--- src/rtl/fir_mac_accumulator_pkg.sv ---
// Shared types and the round/shift/saturate helper for the FIR MAC accumulator.
package fir_pkg;

  localparam int PROD_W_DEF = 16;
  localparam int OUT_W_DEF  = 16;

  typedef enum logic {
    ACCUM  = 1'b0,
    OUTPUT = 1'b1
  } fir_state_e;

  // Flag sits in the LSB so a width cast keeps {value[OUT_W-1:0], flag}.
  typedef struct packed {
    logic [63:0] value;
    logic        flag;
  } sat_res_t;

  function automatic sat_res_t sat_round(input logic signed [63:0] acc,
                                         input int                 shift,
                                         input int                 out_w,
                                         input logic               sat_en);
    logic signed [63:0] r;
    logic signed [63:0] max_v;
    logic signed [63:0] min_v;
    sat_res_t           res;
    r = acc;
    if (shift > 0) begin
      r = (acc + (64'sd1 <<< (shift - 1))) >>> shift;
    end
    max_v     = (64'sd1 <<< (out_w - 1)) - 64'sd1;
    min_v     = -(64'sd1 <<< (out_w - 1));
    res.flag  = (r > max_v) || (r < min_v);
    res.value = r;
    if (sat_en && (r > max_v)) begin
      res.value = max_v;
    end else if (sat_en && (r < min_v)) begin
      res.value = min_v;
    end
    return res;
  endfunction

endpackage

--- src/rtl/fir_mac_accumulator_adder.sv ---
// Plain two-operand adder reused from the combinational FIR adder stage.
module fir_mac_accumulator_adder #(
  parameter int WIDTH = 19
) (
  input  logic [WIDTH-1:0] a,
  input  logic [WIDTH-1:0] b,
  output logic [WIDTH-1:0] sum
);

  assign sum = a + b;

endmodule

--- src/rtl/fir_mac_accumulator.sv ---
// Sequential FIR adder stage: sums NUM_TAPS products, then rounds, shifts and
// saturates/wraps the total into one output sample.
module fir_mac_accumulator
  import fir_pkg::*;
#(
  parameter int PROD_W    = PROD_W_DEF,
  parameter int NUM_TAPS  = 8,
  parameter int OUT_W     = OUT_W_DEF,
  parameter int OUT_SHIFT = 0,
  parameter int SAT_EN    = 1,
  localparam int ACC_W    = PROD_W + $clog2(NUM_TAPS),
  localparam int CNT_W    = $clog2(NUM_TAPS)
) (
  input  logic              clk,
  input  logic              rst,
  input  logic              in_valid,
  output logic              in_ready,
  input  logic [PROD_W-1:0] mnozenie_wynik,
  output logic              out_valid,
  input  logic              out_ready,
  output logic [OUT_W-1:0]  suma_wynik,
  output logic              sat_flag,
  output logic [CNT_W-1:0]  tap_idx
);

  localparam logic [CNT_W-1:0] LAST_TAP = CNT_W'(NUM_TAPS - 1);

  fir_state_e       state_q, state_d;
  logic [ACC_W-1:0] acc_q, acc_d;
  logic [CNT_W-1:0] tap_q, tap_d;
  logic [OUT_W-1:0] suma_q, suma_d;
  logic             sat_q, sat_d;
  logic [ACC_W-1:0] prod_ext;
  logic [ACC_W-1:0] acc_sum;
  logic [OUT_W-1:0] round_value;
  logic             round_flag;

  assign prod_ext = {{(ACC_W - PROD_W){mnozenie_wynik[PROD_W-1]}}, mnozenie_wynik};

  fir_mac_accumulator_adder #(
    .WIDTH(ACC_W)
  ) u_adder (
    .a  (acc_q),
    .b  (prod_ext),
    .sum(acc_sum)
  );

  // Handshakes: a transfer happens on a rising edge where valid and ready are both 1;
  // ready is a pure function of state, so products and samples never combine through.
  assign in_ready   = (state_q == ACCUM);
  assign out_valid  = (state_q == OUTPUT);
  assign suma_wynik = suma_q;
  assign sat_flag   = sat_q;
  assign tap_idx    = tap_q;

  always_comb begin
    {round_value, round_flag} = (OUT_W + 1)'(sat_round(64'(signed'(acc_sum)), OUT_SHIFT,
                                                       OUT_W, (SAT_EN != 0)));
    state_d = state_q;
    acc_d   = acc_q;
    tap_d   = tap_q;
    suma_d  = suma_q;
    sat_d   = sat_q;
    case (state_q)
      ACCUM: begin
        if (in_valid) begin
          if (tap_q == LAST_TAP) begin
            suma_d  = round_value;
            sat_d   = round_flag;
            acc_d   = '0;
            tap_d   = '0;
            state_d = OUTPUT;
          end else begin
            acc_d = acc_sum;
            tap_d = tap_q + CNT_W'(1);
          end
        end
      end
      OUTPUT: begin
        if (out_ready) begin
          state_d = ACCUM;
        end
      end
      default: state_d = ACCUM;
    endcase
  end

  always_ff @(posedge clk) begin
    if (rst) begin
      state_q <= ACCUM;
      acc_q   <= '0;
      tap_q   <= '0;
      suma_q  <= '0;
      sat_q   <= 1'b0;
    end else begin
      state_q <= state_d;
      acc_q   <= acc_d;
      tap_q   <= tap_d;
      suma_q  <= suma_d;
      sat_q   <= sat_d;
    end
  end

endmodule

--- config.mk ---
export PLATFORM = sky130hd
export DESIGN_NAME = fir_mac_accumulator
export DESIGN_NICKNAME = d
export VERILOG_FILES = /design/src/rtl/fir_mac_accumulator_pkg.sv /design/src/rtl/fir_mac_accumulator_adder.sv /design/src/rtl/fir_mac_accumulator.sv
export SDC_FILE = /design/constraint.sdc
export NUM_CORES = 1
export LEC_CHECK = 0
export BUFFER_PORTS_ARGS = -buffer_cell sky130_fd_sc_hd__clkbuf_2
export CAP_MARGIN = 20
export CORE_MARGIN = 4
export CORE_UTILIZATION = 51
export DETAILED_ROUTE_END_ITERATION = 8
export PLACE_DENSITY_LB_ADDON = 0.2
export SLEW_MARGIN = 0
export SYNTH_ARGS = -nofsm -noshare
export SYNTH_HDL_FRONTEND = slang
export SYNTH_HIERARCHICAL = 1
export SYNTH_SLANG_ARGS = --single-unit
export TNS_END_PERCENT = 1
--- constraint.sdc ---
create_clock -name clk -period 4.6 [get_ports clk]
set_input_delay 0.92 -clock clk [delete_from_list [all_inputs] [get_ports clk]]
set_output_delay 0.92 -clock clk [all_outputs]
set_load 0.005 [all_outputs]
==> flow_metrics.py <==
metrics = {
    "setup_path": {
        "cp_max_fo": 16,
        "r2r_cells": 12,
        "r2r-start": "acc_q[0]",
        "required_ns": 4.81,
        "worstReg2RegEnd": "suma_wynik[5]",
        "crit_path_end_kind": "register",
        "regToRegSetupSlack_ns": 1.60,
        "cp-start-kind": "input pin",
        "arrival_ns": 3.55,
        "critical_path_class": "input pin to register",
        "crit_path_start": "mnozenie_wynik[0]",
    },
    "power": {
        "p_leak_nw": 1.19,
        "p_total_mw": 1.07,
        "irDropWorstVdd_v": 0.000197,
        "powerDensity_nw_per_um2": 374,
    },
    "timing": {
        "worstMarginPinSlew_ns": 0.940,
        "fmax_mhz": 299,
        "slew_headroom_pct": 37.4,
        "finalHoldViolCount": 0,
        "slew_violations": 0,
        "holdWs_ns": 0.461,
        "post-route-period-util_pct": 72.6,
        "rsz0062_at_grt": "false",
        "fin_skew_ns": 0.00653,
        "setup-tns-final_ns": 0,
        "setup-violations-final": 0,
        "setup_ws_ns": 1.26,
        "layout_min_cycle_time_ns": 3.34,
    },
    "synth": {
        "syn_area_um2": 2550,
        "synthesis.nets": 341,
        "ys.warnings.count": 6,
        "yosysUniqueCellTypes": 45,
        "ys_seq_area_share_pct": 31.4,
        "ys_ff_latch": 40,
        "async_flop_share_pct": 0,
        "synth.avg_cell_area_um2": 8.51,
        "syn_inst": 300,
        "synth_edf_count": 0,
        "synthFlopType": "dfxtp_1",
    },
    "finish": {
        "diodes": 0,
        "final_common_cell": "clkbuf_2",
        "final_area_um2": 2870,
        "final_util_pct": 59.9,
        "fin_cells": 399,
        "nFillCells": 464,
        "nets": 373,
        "drive_above_1_share_pct": 23.2,
        "mostFrequentLayoutCells": "clkbuf_2, dfxtp_1, a21oi_1",
        "syn2layout_area_growth_pct": 12.3,
    },
    "grt": {
        "grt_pass1_wl_mm": 9.69,
        "grt_overflow": 0,
        "grt_max_degree": 41,
        "grt_pass1_vias": 2039,
        "grt_util_all_layers_pct": 19.3,
        "antenna_found_initial": 0,
    },
    "detailed_routing": {
        "drc": 0,
        "via_count": 2198,
        "drtPass1Iterations": 4,
        "viasPerCell": 5.51,
        "detail_route.iter0.violations": 134,
        "wirelength_mm": 5.75,
        "wl_per_cell_um": 14.4,
        "ant_nets": 0,
    },
    "cts": {
        "clockBufferDepth": 2,
        "hold_buffers": 0,
        "clock-sinks": 40,
        "cts.htree.levels": 2,
        "cts_buffers": 5,
        "cts-root-buf": "clkbuf_8",
        "post_cts_buffers": 0,
        "insertion_delay_ns": 0.30,
        "clkTransAtPathRegs_ns": 0.08,
        "cts_tree": "built",
        "cts.repair.resized": 0,
    },
    "placement": {
        "place.detailed.hpwl_mm": 4.10,
        "gp_congestion": 0.888,
        "pre_cts_ws_ns": 0.985,
        "placed_area_um2": 2740,
        "io_buffers": 41,
        "dp_cells": 392,
    },
    "floorplan": {
        "dieArea_um2": 6200,
        "fp-row-count": 25,
        "die_h_um": 78.7,
        "start_util_pct": 53.3,
        "die_width_um": 78.7,
        "core_area_um2": 4790,
        "io_pins": 42,
    },
    "worst_hold_path": {
        "holdPathStages": 2,
        "min_path_type": "register to register",
        "hold_start": "acc_q[15]",
        "min_to": "acc_q[15]",
    },
    "outcome": {
        "run_status": "complete, no violations",
    },
    "job": {
        "maxCapViolations": 0,
    },
}
## area by class of cell
cell class / count / area (µm²) / area share, %
Clock inverter: 2 / 60.1 / 2.10
Tap cell: 67 / 83.8 / 2.92
Sequential cell: 40 / 801 / 27.9
Inverter: 8 / 30.0 / 1.05
Multi-Input combinational cell: 236 / 1620 / 56.4
Timing Repair Buffer: 41 / 205 / 7.16
Clock buffer: 5 / 68.8 / 2.40
## worst max-delay path, cell delays in order
cell	delay, ns
clkbuf_2	0.08
ha_1	0.16
inv_1	0.05
fa_1	0.38
nand2b_1	0.18
a21oi_1	0.17
o21ai_1	0.13
o21ai_1	0.20
a31oi_1	0.13
xnor2_1	0.23
and3_1	0.50
o21ai_0	0.18
a211oi_2	0.23
## registers in the layout, indices dropped and copies added, names as in the netlist
register,count
tap_idx,3
out_valid,1
acc_q,19
suma_wynik,16
sat_flag,1
## worst max-delay path by stage
stage / depth (start not counted) / slack, ns / end
floorplan: 14 / 1.41 / suma_wynik[6]
global placement: 13 / 1.03 / suma_wynik[5]
detailed placement: 13 / 0.98 / suma_wynik[7]
CTS: 13 / 1.30 / suma_wynik[5]
global route: 13 / 0.88 / suma_wynik[13]
finish: 13 / 1.26 / suma_wynik[5]
## where the power goes
part	leakage (nW)	switching, mW	internal [mW]	total, mW
sequential	0.326	0.0135	0.370	0.383
combinational	0.800	0.211	0.133	0.344
clock	0.0642	0.131	0.214	0.345
## logic make-up (layout without fill, tap and decap cells)
group	Yosys count	in the layout	share of synthesized area, %
simple gates	99	99	20.0
compound gates	96	96	25.7
flops	40	40	31.4
buf+inv	24	56	5.25
fa+ha+maj	21	21	10.6
xor+xnor	17	17	5.83
mux	3	3	1.23
## routing by layer
| metal | vias to the layer above | wire length, µm | track usage (%) |
|---|---|---|---|
| met2 | 39 | 2640 | 32.4 |
| met4 | 0 | 133 | 5.94 |
| met5 | - | 0 | 0 |
| met1 | 1024 | 2750 | 24.6 |
| li1 | 1124 | - | - |
| met3 | 11 | 222 | 4.31 |
## Yosys cell counts, drive strengths merged (3+ instances only)
master / n / area (µm²)
a211oi: 16 / 165
a21o: 5 / 38.8
a21oi: 40 / 211
and3: 3 / 18.8
buf: 8 / 73.8
clkbuf: 8 / 30.0
dfxtp: 40 / 801
ha: 20 / 250
inv: 8 / 30.0
nand2: 32 / 120
nand2b: 3 / 18.8
nand3b: 18 / 135
nand4: 3 / 18.8
nor2: 29 / 129
nor3: 3 / 15.0
o21a: 3 / 30.0
o21ai: 23 / 115
xnor2: 10 / 87.6
xor2: 7 / 61.3
No activity file was read; power rests on OpenSTA's default activity.
